**src/rtl/mul_pipe_regs_pkg.sv**
```systemverilog
// rtl/mul_pipe_regs_pkg.sv - shared types and width defaults for the multiply pipeline registers
package mul_pipe_regs_pkg;

  localparam int XLEN_DEF = 32;
  localparam int REGW_DEF = 5;

  typedef enum logic [1:0] {
    MUL    = 2'b00,
    MULH   = 2'b01,
    MULHSU = 2'b10,
    MULHU  = 2'b11
  } mul_op_t;

  typedef struct packed {
    logic                    valid;
    logic [REGW_DEF-1:0]     rd;
    mul_op_t                 op;
    logic [XLEN_DEF-1:0]     a;
    logic [XLEN_DEF-1:0]     b;
    logic [2*XLEN_DEF-1:0]   prod;
  } mul_slot_t;

endpackage

```
**src/rtl/mul_pipe_regs_if.sv**
```systemverilog
// rtl/mul_pipe_regs_if.sv - ID/EX/MEM/WB multiply pipeline bus between decode, multiplier stages and the slot registers
interface mul_pipe_regs_if
  import mul_pipe_regs_pkg::*;
#(
  parameter int XLEN = XLEN_DEF,
  parameter int REGW = REGW_DEF
) ();

  logic                STALL;
  logic                FLUSH;
  logic                ISSUE_VALID;
  logic [1:0]          MUL_OP_IN;
  logic [REGW-1:0]     RD_IN;
  logic [XLEN-1:0]     A_IN;
  logic [XLEN-1:0]     B_IN;
  logic [REGW-1:0]     RS1_ID;
  logic [REGW-1:0]     RS2_ID;
  logic [XLEN-1:0]     E_AOUT;
  logic [XLEN-1:0]     E_BOUT;
  logic [2*XLEN-1:0]   E_POUT;
  logic [XLEN-1:0]     M_OUT;
  logic [XLEN-1:0]     A_EX;
  logic [XLEN-1:0]     B_EX;
  logic [1:0]          MUL_OP_E;
  logic [XLEN-1:0]     A_MEM;
  logic [XLEN-1:0]     B_MEM;
  logic [2*XLEN-1:0]   E_PIN;
  logic [XLEN-1:0]     A_WB;
  logic [XLEN-1:0]     B_WB;
  logic [1:0]          MUL_OP_W;
  logic [2*XLEN-1:0]   W_PIN;
  logic                WB_VALID;
  logic [REGW-1:0]     WB_RD;
  logic                HAZARD;

  modport master (
    output STALL, FLUSH, ISSUE_VALID, MUL_OP_IN, RD_IN, A_IN, B_IN, RS1_ID, RS2_ID,
           E_AOUT, E_BOUT, E_POUT, M_OUT,
    input  A_EX, B_EX, MUL_OP_E, A_MEM, B_MEM, E_PIN, A_WB, B_WB, MUL_OP_W, W_PIN,
           WB_VALID, WB_RD, HAZARD
  );

  modport slave (
    input  STALL, FLUSH, ISSUE_VALID, MUL_OP_IN, RD_IN, A_IN, B_IN, RS1_ID, RS2_ID,
           E_AOUT, E_BOUT, E_POUT, M_OUT,
    output A_EX, B_EX, MUL_OP_E, A_MEM, B_MEM, E_PIN, A_WB, B_WB, MUL_OP_W, W_PIN,
           WB_VALID, WB_RD, HAZARD
  );

endinterface

```
**src/rtl/mul_slot_reg.sv**
```systemverilog
// rtl/mul_slot_reg.sv - one pipeline slot register with reset, bubble (zero-load) and hold
module mul_slot_reg #(
  parameter int W = 8
) (
  input  logic         clk,
  input  logic         rst,
  input  logic         hold,
  input  logic         bubble,
  input  logic [W-1:0] d,
  output logic [W-1:0] q
);

  // Bubble beats hold so a flush can kill a slot during a global stall.
  always_ff @(posedge clk) begin
    if (rst) begin
      q <= '0;
    end else if (bubble) begin
      q <= '0;
    end else if (!hold) begin
      q <= d;
    end
  end

endmodule

```
**src/rtl/mul_pipe_regs.sv**
```systemverilog
// rtl/mul_pipe_regs.sv - EX/MEM/WB slot registers and decode hazard for the 3-stage multiplier
// Optional feature: define MUL_HAZARD_EN to enable the rd/rs dependency check; otherwise HAZARD is 0.
module mul_pipe_regs
  import mul_pipe_regs_pkg::*;
#(
  parameter int XLEN = XLEN_DEF,
  parameter int REGW = REGW_DEF
) (
  input logic           CLK,
  input logic           RST,
  mul_pipe_regs_if.slave bus
);

  typedef struct packed {
    logic              valid;
    logic [REGW-1:0]   rd;
    mul_op_t           op;
    logic [XLEN-1:0]   a;
    logic [XLEN-1:0]   b;
  } ex_slot_t;

  // EX never carries a product; MEM/WB append one to the EX fields.
  typedef struct packed {
    ex_slot_t          core;
    logic [2*XLEN-1:0] prod;
  } slot_t;

  ex_slot_t ex_d, ex_q;
  slot_t    mem_d, mem_q;
  slot_t    wb_d, wb_q;
  logic     ex_bubble, mem_bubble, wb_bubble;

  always_comb begin
    ex_d.valid = 1'b1;
    ex_d.rd    = bus.RD_IN;
    ex_d.op    = mul_op_t'(bus.MUL_OP_IN);
    ex_d.a     = bus.A_IN;
    ex_d.b     = bus.B_IN;

    mem_d.core   = ex_q;
    mem_d.core.a = bus.E_AOUT;
    mem_d.core.b = bus.E_BOUT;
    mem_d.prod   = bus.E_POUT;

    wb_d.core = mem_q.core;
    wb_d.prod = {mem_q.prod[2*XLEN-1:XLEN], bus.M_OUT};
  end

  assign ex_bubble  = bus.FLUSH | (~bus.STALL & ~bus.ISSUE_VALID);
  assign mem_bubble = ~bus.STALL & ~ex_q.valid;
  assign wb_bubble  = ~bus.STALL & ~mem_q.core.valid;

  mul_slot_reg #(.W($bits(ex_slot_t))) u_ex (
    .clk(CLK), .rst(RST), .hold(bus.STALL), .bubble(ex_bubble), .d(ex_d), .q(ex_q)
  );

  mul_slot_reg #(.W($bits(slot_t))) u_mem (
    .clk(CLK), .rst(RST), .hold(bus.STALL), .bubble(mem_bubble), .d(mem_d), .q(mem_q)
  );

  mul_slot_reg #(.W($bits(slot_t))) u_wb (
    .clk(CLK), .rst(RST), .hold(bus.STALL), .bubble(wb_bubble), .d(wb_d), .q(wb_q)
  );

  assign bus.A_EX     = ex_q.a;
  assign bus.B_EX     = ex_q.b;
  assign bus.MUL_OP_E = ex_q.op;
  assign bus.A_MEM    = mem_q.core.a;
  assign bus.B_MEM    = mem_q.core.b;
  assign bus.E_PIN    = mem_q.prod;
  assign bus.A_WB     = wb_q.core.a;
  assign bus.B_WB     = wb_q.core.b;
  assign bus.MUL_OP_W = wb_q.core.op;
  assign bus.W_PIN    = wb_q.prod;
  assign bus.WB_VALID = wb_q.core.valid;
  assign bus.WB_RD    = wb_q.core.rd;

`ifdef MUL_HAZARD_EN
  // WB is excluded: its result is forwarded to decode.
  function automatic logic rd_hit(input ex_slot_t s, input logic [REGW-1:0] rs1,
                                  input logic [REGW-1:0] rs2);
    return s.valid && (s.rd != '0) && ((s.rd == rs1) || (s.rd == rs2));
  endfunction

  assign bus.HAZARD = rd_hit(ex_q, bus.RS1_ID, bus.RS2_ID)
                    | rd_hit(mem_q.core, bus.RS1_ID, bus.RS2_ID);
`else
  logic unused_rs;
  assign unused_rs  = ^{bus.RS1_ID, bus.RS2_ID};
  assign bus.HAZARD = 1'b0;
`endif

endmodule
```
**src/flat_wrapper.sv**
```systemverilog
// flat-port wrapper written by rule: the top's interface ports become plain ports
module mul_pipe_regs_flat import mul_pipe_regs_pkg::*;
#(
  parameter int XLEN = XLEN_DEF,
  parameter int REGW = REGW_DEF
)
  (CLK, RST, bus_STALL, bus_FLUSH, bus_ISSUE_VALID, bus_MUL_OP_IN, bus_RD_IN, bus_A_IN, bus_B_IN, bus_RS1_ID, bus_RS2_ID, bus_E_AOUT, bus_E_BOUT, bus_E_POUT, bus_M_OUT, bus_A_EX, bus_B_EX, bus_MUL_OP_E, bus_A_MEM, bus_B_MEM, bus_E_PIN, bus_A_WB, bus_B_WB, bus_MUL_OP_W, bus_W_PIN, bus_WB_VALID, bus_WB_RD, bus_HAZARD);
  mul_pipe_regs_if #(.XLEN(XLEN), .REGW(REGW)) bus_i ();
  input logic CLK;
  input logic RST;
  input wire logic [$bits(bus_i.STALL)-1:0] bus_STALL;
  input wire logic [$bits(bus_i.FLUSH)-1:0] bus_FLUSH;
  input wire logic [$bits(bus_i.ISSUE_VALID)-1:0] bus_ISSUE_VALID;
  input wire logic [$bits(bus_i.MUL_OP_IN)-1:0] bus_MUL_OP_IN;
  input wire logic [$bits(bus_i.RD_IN)-1:0] bus_RD_IN;
  input wire logic [$bits(bus_i.A_IN)-1:0] bus_A_IN;
  input wire logic [$bits(bus_i.B_IN)-1:0] bus_B_IN;
  input wire logic [$bits(bus_i.RS1_ID)-1:0] bus_RS1_ID;
  input wire logic [$bits(bus_i.RS2_ID)-1:0] bus_RS2_ID;
  input wire logic [$bits(bus_i.E_AOUT)-1:0] bus_E_AOUT;
  input wire logic [$bits(bus_i.E_BOUT)-1:0] bus_E_BOUT;
  input wire logic [$bits(bus_i.E_POUT)-1:0] bus_E_POUT;
  input wire logic [$bits(bus_i.M_OUT)-1:0] bus_M_OUT;
  output wire logic [$bits(bus_i.A_EX)-1:0] bus_A_EX;
  output wire logic [$bits(bus_i.B_EX)-1:0] bus_B_EX;
  output wire logic [$bits(bus_i.MUL_OP_E)-1:0] bus_MUL_OP_E;
  output wire logic [$bits(bus_i.A_MEM)-1:0] bus_A_MEM;
  output wire logic [$bits(bus_i.B_MEM)-1:0] bus_B_MEM;
  output wire logic [$bits(bus_i.E_PIN)-1:0] bus_E_PIN;
  output wire logic [$bits(bus_i.A_WB)-1:0] bus_A_WB;
  output wire logic [$bits(bus_i.B_WB)-1:0] bus_B_WB;
  output wire logic [$bits(bus_i.MUL_OP_W)-1:0] bus_MUL_OP_W;
  output wire logic [$bits(bus_i.W_PIN)-1:0] bus_W_PIN;
  output wire logic [$bits(bus_i.WB_VALID)-1:0] bus_WB_VALID;
  output wire logic [$bits(bus_i.WB_RD)-1:0] bus_WB_RD;
  output wire logic [$bits(bus_i.HAZARD)-1:0] bus_HAZARD;
  assign bus_i.STALL = bus_STALL;
  assign bus_i.FLUSH = bus_FLUSH;
  assign bus_i.ISSUE_VALID = bus_ISSUE_VALID;
  assign bus_i.MUL_OP_IN = bus_MUL_OP_IN;
  assign bus_i.RD_IN = bus_RD_IN;
  assign bus_i.A_IN = bus_A_IN;
  assign bus_i.B_IN = bus_B_IN;
  assign bus_i.RS1_ID = bus_RS1_ID;
  assign bus_i.RS2_ID = bus_RS2_ID;
  assign bus_i.E_AOUT = bus_E_AOUT;
  assign bus_i.E_BOUT = bus_E_BOUT;
  assign bus_i.E_POUT = bus_E_POUT;
  assign bus_i.M_OUT = bus_M_OUT;
  assign bus_A_EX = bus_i.A_EX;
  assign bus_B_EX = bus_i.B_EX;
  assign bus_MUL_OP_E = bus_i.MUL_OP_E;
  assign bus_A_MEM = bus_i.A_MEM;
  assign bus_B_MEM = bus_i.B_MEM;
  assign bus_E_PIN = bus_i.E_PIN;
  assign bus_A_WB = bus_i.A_WB;
  assign bus_B_WB = bus_i.B_WB;
  assign bus_MUL_OP_W = bus_i.MUL_OP_W;
  assign bus_W_PIN = bus_i.W_PIN;
  assign bus_WB_VALID = bus_i.WB_VALID;
  assign bus_WB_RD = bus_i.WB_RD;
  assign bus_HAZARD = bus_i.HAZARD;
  mul_pipe_regs #(.XLEN(XLEN), .REGW(REGW)) u_core (.CLK(CLK), .RST(RST), .bus(bus_i));
endmodule
```
**config.mk**
```make
export PLATFORM = sky130hd
export DESIGN_NAME = mul_pipe_regs_flat
export DESIGN_NICKNAME = d
export VERILOG_FILES = /design/src/rtl/mul_pipe_regs_pkg.sv /design/src/rtl/mul_pipe_regs_if.sv /design/src/rtl/mul_slot_reg.sv /design/src/rtl/mul_pipe_regs.sv /design/src/flat_wrapper.sv
export SDC_FILE = /design/constraint.sdc
export NUM_CORES = 1
export LEC_CHECK = 0
export ABC_CLOCK_PERIOD_IN_PS = 2600
export BUFFER_PORTS_ARGS = -buffer_cell sky130_fd_sc_hd__buf_2
export CAP_MARGIN = 20
export CORE_AREA = 8 8 221 223
export DETAILED_ROUTE_END_ITERATION = 8
export DIE_AREA = 0 0 229 231
export PLACE_DENSITY = 0.57
export SYNTH_ARGS = -nofsm -noshare
export SYNTH_HDL_FRONTEND = slang
export SYNTH_SLANG_ARGS = --single-unit
```
**constraint.sdc**
```tcl
create_clock -name CLK -period 2.6 [get_ports CLK]
set_input_delay 0.52 -clock CLK [delete_from_list [all_inputs] [get_ports CLK]]
set_output_delay 0.52 -clock CLK [all_outputs]
set_load 0.1 [all_outputs]
```
### Yosys cells after proc, flatten, opt, wreduce, memory -nomap -nowiden

Cells that the tools add are included.

* output and inout bits: 331
* input port bits: 246
* flip-flop bits (word level): 344

* bitwise logic cells: 8
* reduce and logical (&&, ||, !) cells: 3

Operators with widths (number)
* $reduce_or 2->1: 3
* $not 1->1: 4
* $and 1x1->1: 3
* $or 1x1->1: 1

### Depth between registers and ports, before layout

Gate-level depths: netlist (run 1).

* word-level depth: 4
* mapped depth: 5
* gate-level depth less buffers: 2

### By module

A second synthesis (run 1) with hierarchy kept.

* cells, all modules: 1117
* area, all modules: 12289.3 um^2

By module, submodules not included
* mul_slot_reg at u_core.u_mem ...: cells an instance 439, times used 2, area an instance 4807.1 um^2
* mul_slot_reg at u_core.u_ex: cells an instance 233, times used 1, area an instance 2645.0 um^2
* mul_pipe_regs: cells an instance 6, times used 1, area an instance 30.0 um^2

### Worst setup path after synthesis (run 1)

Ideal clock, no wire load.

* path type: flip-flop to output port
* start: register u_core.u_wb.q[96]
* end: output port bus_A_WB[0]
* data required time: 2.080 ns
* buffers on the path: 0
* cell stages (with the launch flop): 1
* slack: 1.155 ns
* data arrival time: 0.925 ns
* cells stage by stage: dfxtp_1

RTL lines
* start: declaration: RTL line mul_slot_reg.sv:10 `output logic [W-1:0] q`
* start signal: assignment: RTL line mul_slot_reg.sv:16 `q <= '0;`
* start signal: assignment: RTL line mul_slot_reg.sv:18 `q <= '0;`
* start signal: assignment: RTL line mul_slot_reg.sv:20 `q <= d;`
* end: declaration: RTL line flat_wrapper.sv:30 `output wire logic [$bits(bus_i.A_WB)-1:0] bus_A_WB;`

No word-level cell between the ends.

### Worst setup path after layout (run 1)

* start: register u_core.u_wb.q[5]
* end: output port bus_W_PIN[5]

RTL lines
* end: declaration: RTL line flat_wrapper.sv:33 `output wire logic [$bits(bus_i.W_PIN)-1:0] bus_W_PIN;`

No word-level cell between the ends.

==> load_flow_metrics.sql, run 1 <==
INSERT INTO impl_metrics (metric_group, metric, value, unit) VALUES
('sta', 'final-max-slew-violation-count', '0', ''),
('final_layout', 'num-nets-final', '2249', ''),
('critical_path', 'timing.critical_path.max_delay_family', 'buffers and inverters', ''),
('grt', 'global_route.overflow_total', '0', ''),
('synthesis', 'post_synthesis_mean_instance_area', '8.55', 'µm²'),
('power', 'irDropWorstVdd', '0.425', 'mV'),
('route', 'detailedRoute.firstPassIterationCount', '5', ''),
('clocking', 'cts_max_path_buffers', '3', ''),
('critical_path', 'timing.setup.critical_path_class', 'reg2out', ''),
('synthesis', 'syn-instance-count', '1722', ''),
('grt', 'groute.usage.overall', '16.2', '%'),
('critical_path', 'buffering_stage_count_on_the_worst_path_with_inverters_included', '1', ''),
('route', 'drt-total-wl', '46300', 'µm'),
('final_layout', 'most-common-layout-cells', 'sky130_fd_sc_hd__buf_2 (563), sky130_fd_sc_hd__dfxtp_1 (342), sky130_fd_sc_hd__nand2_1 (341), sky130_fd_sc_hd__nand3b_1 (341), sky130_fd_sc_hd__a21oi_1 (341)', ''),
('critical_path', 'r2r_end', 'u_core.u_mem.q[82]', ''),
('critical_path', 'crit_path_start_kind', 'flop', ''),
('critical_path', 'reg2reg_from', 'u_core.u_ex.q[71]', ''),
('critical_path', 'worst_setup_path_endpoint', 'bus_W_PIN[5]', ''),
('floorplanning', 'placeableCoreArea', '0.0451', 'mm²'),
('placement', 'dpl-instance-area', '0.0164', 'mm²'),
('grt', 'grt_first_pass_wirelength', '69900', 'µm'),
('final_layout', 'flow.area_growth_from_synthesis', '20.2', '%'),
('clocking', 'cts-buffers-inserted', '40', ''),
('sta', 'final-setup-viol-count', '0', ''),
('floorplanning', 'std_cell_rows', '78', ''),
('floorplanning', 'die_area', '0.0529', 'mm²'),
('sta', 'rsz0062_at_grt', 'false', ''),
('route', 'num_vias', '12325', ''),
('clocking', 'worstSkewPairLatency', '0.54', 'ns'),
('critical_path', 'cp_slowest_cell', 'sky130_fd_sc_hd__buf_2', ''),
('clocking', 'htree_levels', '2', ''),
('floorplanning', 'floorplan.initialDensity', '32.7', '%'),
('floorplanning', 'die_h', '231', 'µm'),
('critical_path', 'startpoint', 'u_core.u_wb.q[5]', ''),
('power', 'static-leakage-power', '7.21', 'nW'),
('placement', 'dp_hpwl', '32200', 'µm'),
('grt', 'grt_pass1_vias', '12014', ''),
('worst_hold_path', 'min-delay-path-class', 'in2reg', ''),
('floorplanning', 'top_level_ports', '577', ''),
('synthesis', 'postSynthRegisterBits', '344', ''),
('critical_path', 'largest_stage_delay_worst_path', '0.46', 'ns'),
('final_layout', 'drive_above_1_share', '32.2', '%'),
('route', 'wire_per_inst', '17.6', 'µm'),
('power', 'total_power', '11.9', 'mW'),
('sta', 'worst_clock_skew', '0.0148', 'ns'),
('clocking', 'tritoncts', 'built', ''),
('clocking', 'post_cts_resize_count', '0', ''),
('sta', 'setup_tns', '0', 'ns'),
('floorplanning', 'die_w', '229', 'µm'),
('sta', 'hold_viol', '0', ''),
('final_layout', 'layout_commonest_cell', 'sky130_fd_sc_hd__buf_2', ''),
('final_layout', 'finish.utilization', '39.3', '%'),
('clocking', 'clk_pin_slew_worst_paths', '0.06', 'ns'),
('synthesis', 'synth_fp_nets', '1968', ''),
('final_layout', 'design_area_final', '0.0177', 'mm²'),
('synthesis', 'synth_area', '0.0147', 'mm²'),
('sta', 'clock_period_minus_final_worst_setup_slack', '1.92', 'ns'),
('placement', 'gp_weighted_congestion', '0.800', ''),
('clocking', 'clock_sinks', '344', ''),
('route', 'remaining_drc_errors', '0', ''),
('clocking', 'cts-hold-fix-buffers', '0', ''),
('synthesis', 'synth_warnings', '0', ''),
('critical_path', 'reg2reg_depth', '3', ''),
('placement', 'io_buffer_count', '565', ''),
('route', 'vias_per_cell', '4.68', ''),
('critical_path', 'timing.critical_path.required', '2.08', 'ns'),
('route', 'antenna_violating_nets_post_route', '0', ''),
('critical_path', 'worst-path-stages', '1', ''),
('clocking', 'cts_setup_buffers', '0', ''),
('status', 'outcome', 'completed', ''),
('critical_path', 'worstPathCellList', 'buf_2', '');
## per-layer routing
metal	track usage (%)	routed length, µm	vias to the layer above
met5	0	26	-
met1	18.8	18700	5671
met3	6.84	4420	76
met4	5.66	1400	4
li1	-	-	6129
met2	26.6	21700	445
## metrics by stage
step | std cells | setup slack, ns | hold WS (ns)
2_1_floorplan | 1722 | 1.16 | 0.440
3_3_place_gp | 2561 | 0.875 | 0.437
3_5_place_dp | 2561 | 0.852 | 0.442
4_1_cts | 2633 | 0.618 | 0.194
5_1_grt | 2634 | 0.613 | 0.210
6_report | 2635 | 0.683 | 0.244
## cell usage after synthesis
cell type | instances | area (µm²)
sky130_fd_sc_hd__nor2_1 | 3 | 11.3
sky130_fd_sc_hd__nand2_1 | 341 | 1280
sky130_fd_sc_hd__buf_6 | 6 | 67.6
sky130_fd_sc_hd__nand3b_1 | 341 | 2560
sky130_fd_sc_hd__buf_2 | 123 | 616
sky130_fd_sc_hd__dfxtp_1 | 344 | 6890
sky130_fd_sc_hd__conb_1 | 1 | 3.75
sky130_fd_sc_hd__a21oi_1 | 341 | 1710
sky130_fd_sc_hd__mux2i_1 | 3 | 30.0
sky130_fd_sc_hd__clkbuf_1 | 20 | 75.1
sky130_fd_sc_hd__or2_1 | 1 | 6.26
sky130_fd_sc_hd__buf_4 | 198 | 1490
## worst min-delay path by stage
stage                               to  slack (ns)  cells after the start
floorplan            u_core.u_ex.q[66]        0.44                      2
global placement    u_core.u_wb.q[124]        0.44                      2
detailed placement  u_core.u_wb.q[124]        0.44                      2
CTS                  u_core.u_ex.q[14]        0.19                      3
global route        u_core.u_mem.q[52]        0.21                      3
finish                u_core.u_ex.q[1]        0.24                      3
## sequential cells by signal (all words and copies together), names as in the netlist
signal / count
u_core.u_ex.q: 72
u_core.u_mem.q: 136
u_core.u_wb.q: 136
## final cells by class
class / count / area (µm²)
tap: 600 / 751
clock inverter: 13 / 103
timing repair buffer: 586 / 3140
antenna: 2 / 5.00
sequential: 344 / 6890
fill: 4664 / 27400
clock buffer: 59 / 1210
multi-input combinational: 1031 / 5600
## power breakdown
group	internal (mW)	switching (mW)	total, mW	leakage, nW
combinational	0.313	0.702	1.02	3.78
sequential	5.32	0.0299	5.35	2.78
clock	3.33	2.23	5.56	0.653
total	8.96	2.96	11.9	7.21
## logic make-up after synthesis
kind of cell / Yosys count / synth area share (%)
DFF: 344 / 46.8
muxes: 3 / 0.204
AOI/OAI and AO/OA: 341 / 11.6
buffers and inverters: 347 / 15.2
other: 1 / 0.0255
and+or+nand+nor: 686 / 26.2
## worst register-to-register path, stage by stage, from the launching register on
cell and delay (ns):
sky130_fd_sc_hd__dfxtp_4 0.35, sky130_fd_sc_hd__buf_12 0.49, sky130_fd_sc_hd__nand3b_1 0.34, sky130_fd_sc_hd__a21oi_1 0.19
Power figures use the tool's default switching activity.
==> run 2: changes to the inputs <==
--- a/config.mk
+++ b/config.mk
@@ -5,13 +5,14 @@
 export SDC_FILE = /design/constraint.sdc
 export NUM_CORES = 1
 export LEC_CHECK = 0
-export ABC_CLOCK_PERIOD_IN_PS = 2600
+export ABC_AREA = 1
+export ABC_CLOCK_PERIOD_IN_PS = 1500
 export BUFFER_PORTS_ARGS = -buffer_cell sky130_fd_sc_hd__buf_2
 export CAP_MARGIN = 20
-export CORE_AREA = 8 8 221 223
+export CORE_AREA = 8 8 220 222
 export DETAILED_ROUTE_END_ITERATION = 8
-export DIE_AREA = 0 0 229 231
-export PLACE_DENSITY = 0.57
+export DIE_AREA = 0 0 228 230
+export PLACE_DENSITY = 0.62
 export SYNTH_ARGS = -nofsm -noshare
 export SYNTH_HDL_FRONTEND = slang
 export SYNTH_SLANG_ARGS = --single-unit
==> constraint.sdc (replaced) <==
create_clock -name CLK -period 1.5 [get_ports CLK]
set_input_delay 0.3 -clock CLK [delete_from_list [all_inputs] [get_ports CLK]]
set_output_delay 0.3 -clock CLK [all_outputs]
set_load 0.1 [all_outputs]
==> run 2 against run 1 <==
Against the previous run: clock skew rose by 0.0031 ns; synthesized cell count is 42% higher; via count rose by 15%; critical endpoint is now bus_E_PIN[38]; largest cell class unchanged; highest routed layer unchanged.
==> load_flow_metrics.sql, run 2 <==
INSERT INTO impl_metrics (metric_group, metric, value, unit) VALUES
('status', 'outcome', 'completed', ''),
('synthesis', 'synth_area', '0.0157', 'mm²'),
('sta', 'worst_clock_skew', '0.0179', 'ns'),
('critical_path', 'critical_path.endpoint_type', 'output pin', ''),
('synthesis', 'synthMostInstantiatedCell', 'sky130_fd_sc_hd__nand2_1', ''),
('critical_path', 'cp_slowest_cell', 'sky130_fd_sc_hd__dfxtp_1', ''),
('critical_path', 'timing.critical_path.max_delay_family', 'flip-flops', ''),
('floorplanning', 'top_level_ports', '577', ''),
('synthesis', 'synth_top_area_share', '43.9', '%'),
('grt', 'groute.usage.overall', '17.0', '%'),
('power', 'seq_power_share', '41.5', '%'),
('floorplanning', 'die_w', '228', 'µm'),
('synthesis', 'synth_warnings', '0', ''),
('synthesis', 'post_synthesis_mean_instance_area', '6.42', 'µm²'),
('synthesis', 'synth_edf_count', '0', ''),
('final_layout', 'area.sequential', '0.00692', 'mm²'),
('clocking', 'htree_levels', '2', ''),
('grt', 'global_route.overflow_total', '0', ''),
('final_layout', 'layout_commonest_cell', 'sky130_fd_sc_hd__nand2_1', ''),
('sta', 'period_share', '98.0', '%'),
('critical_path', 'crit_path_start_kind', 'flop', ''),
('power', 'total_power', '23.2', 'mW'),
('flow_run', 'cap_violations', '0', ''),
('floorplanning', 'std_cell_rows', '78', ''),
('route', 'detailedRoute.firstPassIterationCount', '5', ''),
('synthesis', 'synthDominantAreaCellType', 'sky130_fd_sc_hd__dfxtp_1', ''),
('placement', 'gp_weighted_congestion', '0.825', ''),
('clocking', 'clock_sinks', '344', ''),
('final_layout', 'most-common-layout-cells', 'sky130_fd_sc_hd__nand2_1 (1152), sky130_fd_sc_hd__inv_1 (403), sky130_fd_sc_hd__dfxtp_1 (317), sky130_fd_sc_hd__buf_6 (244), sky130_fd_sc_hd__buf_2 (234)', ''),
('clocking', 'cts_max_path_buffers', '3', ''),
('critical_path', 'largest_stage_delay_worst_path', '0.40', 'ns'),
('final_layout', 'flow.area_growth_from_synthesis', '39.8', '%'),
('critical_path', 'worstPathCellList', 'buf_8', ''),
('floorplanning', 'die_h', '230', 'µm'),
('power', 'static-leakage-power', '13.5', 'nW'),
('synthesis', 'synth_async_sr_flop_share', '0', '%'),
('clocking', 'clk_pin_slew_worst_paths', '0.05', 'ns'),
('clocking', 'root_buffer', 'sky130_fd_sc_hd__clkbuf_16', ''),
('placement', 'dp_hpwl', '33400', 'µm'),
('sta', 'max_clock_freq', '680', 'MHz'),
('route', 'drt-total-wl', '47000', 'µm'),
('clocking', 'worstSkewPairLatency', '0.53', 'ns'),
('route', 'antenna_violating_nets_post_route', '0', ''),
('power', 'power.net_switching', '6.82', 'mW'),
('synthesis', 'synth_flop_cell', 'sky130_fd_sc_hd__dfxtp_1', ''),
('sta', 'final-max-slew-violation-count', '0', ''),
('power', 'power.switching_fraction', '29.4', '%'),
('critical_path', 'timing.setup.critical_path_class', 'reg2out', ''),
('critical_path', 'timing.critical_path.required', '1.20', 'ns'),
('grt', 'grt_first_pass_wirelength', '73700', 'µm'),
('final_layout', 'multi_input_area', '0.00520', 'mm²'),
('power', 'pwr_density_cell', '1060', 'mW/mm²'),
('power', 'combinationalPowerShare', '17.9', '%'),
('final_layout', 'num-nets-final', '3072', ''),
('synthesis', 'share_of_the_yosys_chip_area_belonging_to_registers', '43.9', '%'),
('synthesis', 'synth.area.top_cells', 'sky130_fd_sc_hd__dfxtp_1 (44%), sky130_fd_sc_hd__nand2_1 (28%), sky130_fd_sc_hd__buf_4 (10%)', ''),
('sta', 'clock_period_minus_final_worst_setup_slack', '1.47', 'ns'),
('route', 'wire_per_inst', '13.6', 'µm'),
('floorplanning', 'placeableCoreArea', '0.0449', 'mm²'),
('route', 'remaining_drc_errors', '0', ''),
('route', 'vias_per_cell', '4.10', ''),
('final_layout', 'fillCellCount', '4349', ''),
('worst_hold_path', 'min-delay-path-class', 'in2reg', ''),
('grt', 'grt_pass1_vias', '13700', ''),
('synthesis', 'synth_fp_nets', '2688', ''),
('critical_path', 'buffering_stage_count_on_the_worst_path_with_inverters_included', '1', ''),
('grt', 'pin_count_of_the_biggest_net_entering_global_routing', '69', ''),
('synthesis', 'synth_common_cells', 'sky130_fd_sc_hd__nand2_1 (1153), sky130_fd_sc_hd__inv_1 (404), sky130_fd_sc_hd__dfxtp_1 (344), sky130_fd_sc_hd__nor2_1 (218), sky130_fd_sc_hd__buf_4 (217)', ''),
('clocking', 'cts_setup_buffers', '0', ''),
('power', 'fraction_of_power_consumed_by_the_clock_network', '40.7', '%'),
('synthesis', 'syn-instance-count', '2442', ''),
('clocking', 'tritoncts', 'built', ''),
('final_layout', 'drive_above_1_share', '24.9', '%'),
('grt', 'antenna_violations_before_repair', '4', ''),
('route', 'num_vias', '14158', ''),
('final_layout', 'finish.utilization', '48.9', '%'),
('final_layout', 'largestRegisters', 'u_core.u_mem.q x136, u_core.u_wb.q x136, u_core.u_ex.q x72', ''),
('critical_path', 'critical_path.max_fanout', '3', ''),
('placement', 'io_buffer_count', '565', ''),
('sta', 'final-setup-viol-count', '0', ''),
('route', 'initialDrtViolationCount', '784', ''),
('power', 'irDropWorstVdd', '0.784', 'mV'),
('floorplanning', 'floorplan.initialDensity', '34.9', '%'),
('floorplanning', 'die_area', '0.0524', 'mm²'),
('synthesis', 'yosys.cell_types.count', '13', ''),
('critical_path', 'worst_ep_arrival_time', '1.17', 'ns'),
('power', 'p_int', '16.3', 'mW'),
('synthesis', 'postSynthRegisterBits', '344', ''),
('clocking', 'cts-buffers-inserted', '40', ''),
('sta', 'hold_viol', '0', '');
[run 2: cell count changes in the layout (fill, tap and decap cells not counted), moves of 244 or more]
cell,delta
sky130_fd_sc_hd__nand3b_1,-341
sky130_fd_sc_hd__buf_2,-329
sky130_fd_sc_hd__nand2_1,+811
sky130_fd_sc_hd__a21oi_1,-341
sky130_fd_sc_hd__inv_1,+403
sky130_fd_sc_hd__buf_6,+244
[run 2: timing repair]
action | in CTS | in global routing
hold endpoints to repair | 37 | 0
resized for setup | 663 | 100
hold buffers | 37 | 0
setup endpoints to repair | 330 | 74
[run 2: path summary, 6_finish.rpt]
path | from | endpoint | slack (ns) | depth (start not counted)
worst min register to register | u_core.u_ex.q[71] | u_core.u_ex.q[71] | 0.50 | 2
worst max register to register | u_core.u_mem.q[135] | u_core.u_wb.q[61] | 0.30 | 6
worst min-delay path | bus_E_POUT[5] | u_core.u_mem.q[5] | 0.04 | 5
worst max-delay path | u_core.u_mem.q[38] | bus_E_PIN[38] | 0.03 | 1
[run 2: final cells by class]
class                   count  area share [%]
diodes                      1          0.0114
clock buffers              61            5.52
clock inverters             5           0.245
inverters                 414            7.12
multi-input cells        1378            23.7
flip-flops and latches    344            31.5
well taps                 600            3.42
repair buffers            648            28.4
[run 2: per-layer routing]
layer	vias to the layer above	GRT usage [%]	share of wire, %
met4	4	6.48	3.1
met1	6237	19.4	40
met5	-	0	0.057
met3	86	4.54	6.5
met2	390	30.2	50
li1	7441	-	-
[run 2: kinds of logic after synthesis]
| group | synth area share (%) |
|---|---|
| DFF | 43.9 |
| and+or+nand+nor | 33.1 |
| buffers and inverters | 23.0 |
| other | 0.0239 |
[run 2: through the flow]
| step | hold slack [ns] | std cells | setup TNS, ns | area, µm² | setup slack [ns] |
|---|---|---|---|---|---|
| floorplan | 0.379 | 2442 | 0 | 15700 | 0.224 |
| global placement | 0.479 | 3347 | 0 | 17900 | 0.195 |
| detailed placement | 0.491 | 3347 | 0 | 17900 | 0.163 |
| CTS | 0.0000410 | 3450 | 0 | 21600 | 0.00000966 |
| global route | 0.0290 | 3451 | -0.0216 | 21900 | -0.0139 |
| finish | 0.0387 | 3451 | 0 | 21900 | 0.0303 |
[run 2: power by group through the flow]
stage | Combinational (mW) | Sequential (mW) | Clock (mW)
2_1_floorplan | 2.53 | 10.2 | 0
3_3_place_gp | 3.70 | 9.72 | 0
3_5_place_dp | 3.71 | 9.72 | 0
4_1_cts | 4.10 | 9.59 | 9.76
5_1_grt | 4.40 | 9.64 | 10.0
6_report | 4.14 | 9.61 | 9.42
[run 2: worst min-delay path: stages]
cell                      delay, ns
sky130_fd_sc_hd__buf_2         0.07
sky130_fd_sc_hd__nand2_1       0.04
sky130_fd_sc_hd__nand2_1       0.05
sky130_fd_sc_hd__nand2_1       0.04
sky130_fd_sc_hd__inv_1         0.04
==> run 3: changes to the inputs <==
--- a/config.mk
+++ b/config.mk
@@ -6,13 +6,13 @@
 export NUM_CORES = 1
 export LEC_CHECK = 0
 export ABC_AREA = 1
-export ABC_CLOCK_PERIOD_IN_PS = 1500
+export ABC_CLOCK_PERIOD_IN_PS = 1900
 export BUFFER_PORTS_ARGS = -buffer_cell sky130_fd_sc_hd__buf_2
 export CAP_MARGIN = 20
-export CORE_AREA = 8 8 220 222
+export CORE_AREA = 8 8 219 221
 export DETAILED_ROUTE_END_ITERATION = 8
-export DIE_AREA = 0 0 228 230
-export PLACE_DENSITY = 0.62
+export DIE_AREA = 0 0 227 229
+export PLACE_DENSITY = 0.61
 export SYNTH_ARGS = -nofsm -noshare
 export SYNTH_HDL_FRONTEND = slang
 export SYNTH_SLANG_ARGS = --single-unit
==> constraint.sdc (replaced) <==
create_clock -name CLK -period 1.9 [get_ports CLK]
set_input_delay 0.38 -clock CLK [delete_from_list [all_inputs] [get_ports CLK]]
set_output_delay 0.38 -clock CLK [all_outputs]
set_load 0.1 [all_outputs]
==> run 3 against run 2 <==
Against the previous run: clock skew is 0.0077 ns lower; register-to-register slack better by 0.43 ns; power is 23% lower; clock power is 21% lower; combinational power is 31% lower; critical path depth stayed put; critical endpoint is now bus_A_MEM[23].
==> load_flow_metrics.sql, run 3 (synthesis gave the netlist of run 2 again) <==
INSERT INTO impl_metrics (metric_group, metric, value, unit) VALUES
('floorplanning', 'std_cell_rows', '78', ''),
('clocking', 'root_buffer', 'sky130_fd_sc_hd__clkbuf_16', ''),
('final_layout', 'design_area_final', '0.0189', 'mm²'),
('route', 'remaining_drc_errors', '0', ''),
('clocking', 'clock_sinks', '344', ''),
('critical_path', 'reg2reg_from', 'u_core.u_ex.q[71]', ''),
('critical_path', 'startpoint', 'u_core.u_mem.q[119]', ''),
('sta', 'tightest_slew', '0.579', 'ns'),
('sta', 'max_clock_freq', '564', 'MHz'),
('route', 'initialDrtViolationCount', '742', ''),
('final_layout', 'flow.area_growth_from_synthesis', '20.3', '%'),
('placement', 'dpl-instance-area', '0.0176', 'mm²'),
('floorplanning', 'die_w', '227', 'µm'),
('critical_path', 'timing.critical_path.max_delay_family', 'buffers and inverters', ''),
('route', 'antenna_violating_nets_post_route', '0', ''),
('critical_path', 'reg2reg_depth', '5', ''),
('route', 'detailedRoute.firstPassIterationCount', '5', ''),
('sta', 'setup_tns', '0', 'ns'),
('critical_path', 'largest_stage_delay_worst_path', '0.47', 'ns'),
('floorplanning', 'die_area', '0.0520', 'mm²'),
('sta', 'final.hold.worst_slack', '0.113', 'ns'),
('sta', 'final-max-slew-violation-count', '0', ''),
('grt', 'antenna_violations_before_repair', '5', ''),
('clocking', 'htree_levels', '2', ''),
('sta', 'max_slew_margin', '61.7', '%'),
('clocking', 'cts_max_path_buffers', '3', ''),
('floorplanning', 'placeableCoreArea', '0.0447', 'mm²'),
('final_layout', 'num-nets-final', '3013', ''),
('route', 'num_vias', '13924', ''),
('critical_path', 'reg2reg_setup_slack', '0.73', 'ns'),
('clocking', 'cts_setup_buffers', '0', ''),
('status', 'outcome', 'completed', ''),
('power', 'static-leakage-power', '12.9', 'nW'),
('critical_path', 'worst-path-stages', '1', ''),
('final_layout', 'layout_commonest_cell', 'sky130_fd_sc_hd__nand2_1', ''),
('worst_hold_path', 'min-delay-path-class', 'in2reg', ''),
('power', 'total_power', '17.8', 'mW'),
('sta', 'worst_clock_skew', '0.0102', 'ns'),
('critical_path', 'r2r_end', 'u_core.u_mem.q[83]', ''),
('power', 'irDropWorstVdd', '0.612', 'mV'),
('grt', 'groute.usage.overall', '16.8', '%'),
('placement', 'io_buffer_count', '565', ''),
('critical_path', 'timing.critical_path.required', '1.52', 'ns'),
('sta', 'rsz0062_at_grt', 'false', ''),
('clocking', 'worstSkewPairLatency', '0.54', 'ns'),
('placement', 'dp_hpwl', '33200', 'µm'),
('route', 'wire_per_inst', '13.5', 'µm'),
('critical_path', 'cp_slowest_cell', 'sky130_fd_sc_hd__buf_2', ''),
('sta', 'clock_period_minus_final_worst_setup_slack', '1.77', 'ns'),
('grt', 'global_route.overflow_total', '0', ''),
('grt', 'grt_pass1_vias', '13275', ''),
('floorplanning', 'die_h', '229', 'µm'),
('floorplanning', 'top_level_ports', '577', ''),
('sta', 'setup_ws_post_layout', '0.126', 'ns'),
('route', 'drt-total-wl', '46000', 'µm'),
('final_layout', 'largestRegisters', 'u_core.u_mem.q x136, u_core.u_wb.q x136, u_core.u_ex.q x72', ''),
('power', 'pwr_density_cell', '942', 'mW/mm²'),
('sta', 'final-setup-viol-count', '0', ''),
('floorplanning', 'floorplan.initialDensity', '35.1', '%'),
('critical_path', 'critical_path.endpoint_type', 'output pin', ''),
('flow_run', 'cap_violations', '0', ''),
('critical_path', 'worst_ep_arrival_time', '1.39', 'ns'),
('final_layout', 'most-common-layout-cells', 'sky130_fd_sc_hd__nand2_1 (1152), sky130_fd_sc_hd__buf_2 (564), sky130_fd_sc_hd__inv_1 (403), sky130_fd_sc_hd__dfxtp_1 (344), sky130_fd_sc_hd__nor2_1 (218)', ''),
('sta', 'period_share', '93.3', '%'),
('critical_path', 'timing.setup.critical_path_class', 'reg2out', ''),
('sta', 'hold_viol', '0', ''),
('clocking', 'cts-hold-fix-buffers', '0', ''),
('route', 'vias_per_cell', '4.10', ''),
('clocking', 'clk_pin_slew_worst_paths', '0.06', 'ns'),
('critical_path', 'buffering_stage_count_on_the_worst_path_with_inverters_included', '1', ''),
('placement', 'gp_weighted_congestion', '0.846', ''),
('critical_path', 'critical_path.max_fanout', '3', ''),
('critical_path', 'worst_setup_path_endpoint', 'bus_A_MEM[23]', ''),
('critical_path', 'crit_path_start_kind', 'flop', ''),
('placement', 'placement.setup.worst_slack', '0.295', 'ns'),
('critical_path', 'worstPathCellList', 'buf_2', ''),
('clocking', 'tritoncts', 'built', ''),
('final_layout', 'drive_above_1_share', '23.6', '%'),
('grt', 'grt_first_pass_wirelength', '71300', 'µm'),
('grt', 'pin_count_of_the_biggest_net_entering_global_routing', '107', ''),
('clocking', 'post_cts_resize_count', '0', ''),
('clocking', 'cts-buffers-inserted', '40', '');
run 3: cell types whose count changed in the layout (fill, tap and decap cells not counted), moves of 37 or more:
cell / change
sky130_fd_sc_hd__dlygate4sd3_1: -37
sky130_fd_sc_hd__buf_4: -40
sky130_fd_sc_hd__buf_2: +330
sky130_fd_sc_hd__buf_12: -49
sky130_fd_sc_hd__buf_6: -244
run 3: power breakdown:
group / leakage, nW / switching [mW] / total (mW) / internal (mW)
logic: 9.45 / 2.24 / 2.85 / 0.607
clock network: 0.620 / 2.98 / 7.41 / 4.43
registers: 2.79 / 0.116 / 7.53 / 7.41
run 3: stage by stage:
stage / instances / util, %
after CTS: 3396 / 42.2
after floorplan: 2442 / -
after global placement: 3325 / 39.4
after global routing: 3398 / 42.2
after detailed placement: 3325 / 39.4
final: 3398 / 42.2
run 3: per-layer routing:
metal / up-vias / track usage [%] / part of all wire (%)
li1: 7311 / - / -
met1: 6124 / 19.8 / 41
met2: 410 / 29.5 / 49
met3: 77 / 3.81 / 7.0
met4: 2 / 6.14 / 2.8
met5: - / 0 / 0.026
run 3: final cells by class:
class                           instances  area (µm²)
Inverter                              414        1560
Multi-Input combinational cell       1378        5200
Sequential cell                       344        6890
Clock inverter                          7        71.3
Timing Repair Buffer                  589        3210
Clock buffer                           64        1190
Tap cell                              600         751
Antenna cell                            2        5.00
Fill cell                            4775       25800
run 3: worst min path at each step:
| stage | startpoint | to | slack [ns] | cells past startpoint |
|---|---|---|---|---|
| after floorplan | RST | u_core.u_mem.q[135] | 0.46 | 1 |
| after global placement | u_core.u_wb.q[135] | u_core.u_wb.q[135] | 0.48 | 2 |
| after detailed placement | u_core.u_ex.q[71] | u_core.u_ex.q[71] | 0.49 | 2 |
| after CTS | bus_E_BOUT[0] | u_core.u_mem.q[64] | 0.07 | 5 |
| after global routing | bus_E_BOUT[0] | u_core.u_mem.q[64] | 0.09 | 5 |
| final | bus_E_BOUT[0] | u_core.u_mem.q[64] | 0.11 | 5 |
run 3: tightest hold or removal path: cells and delay by family:
kind	cells	cell delay, ns
simple gates	3	0.13
buf+inv	2	0.11
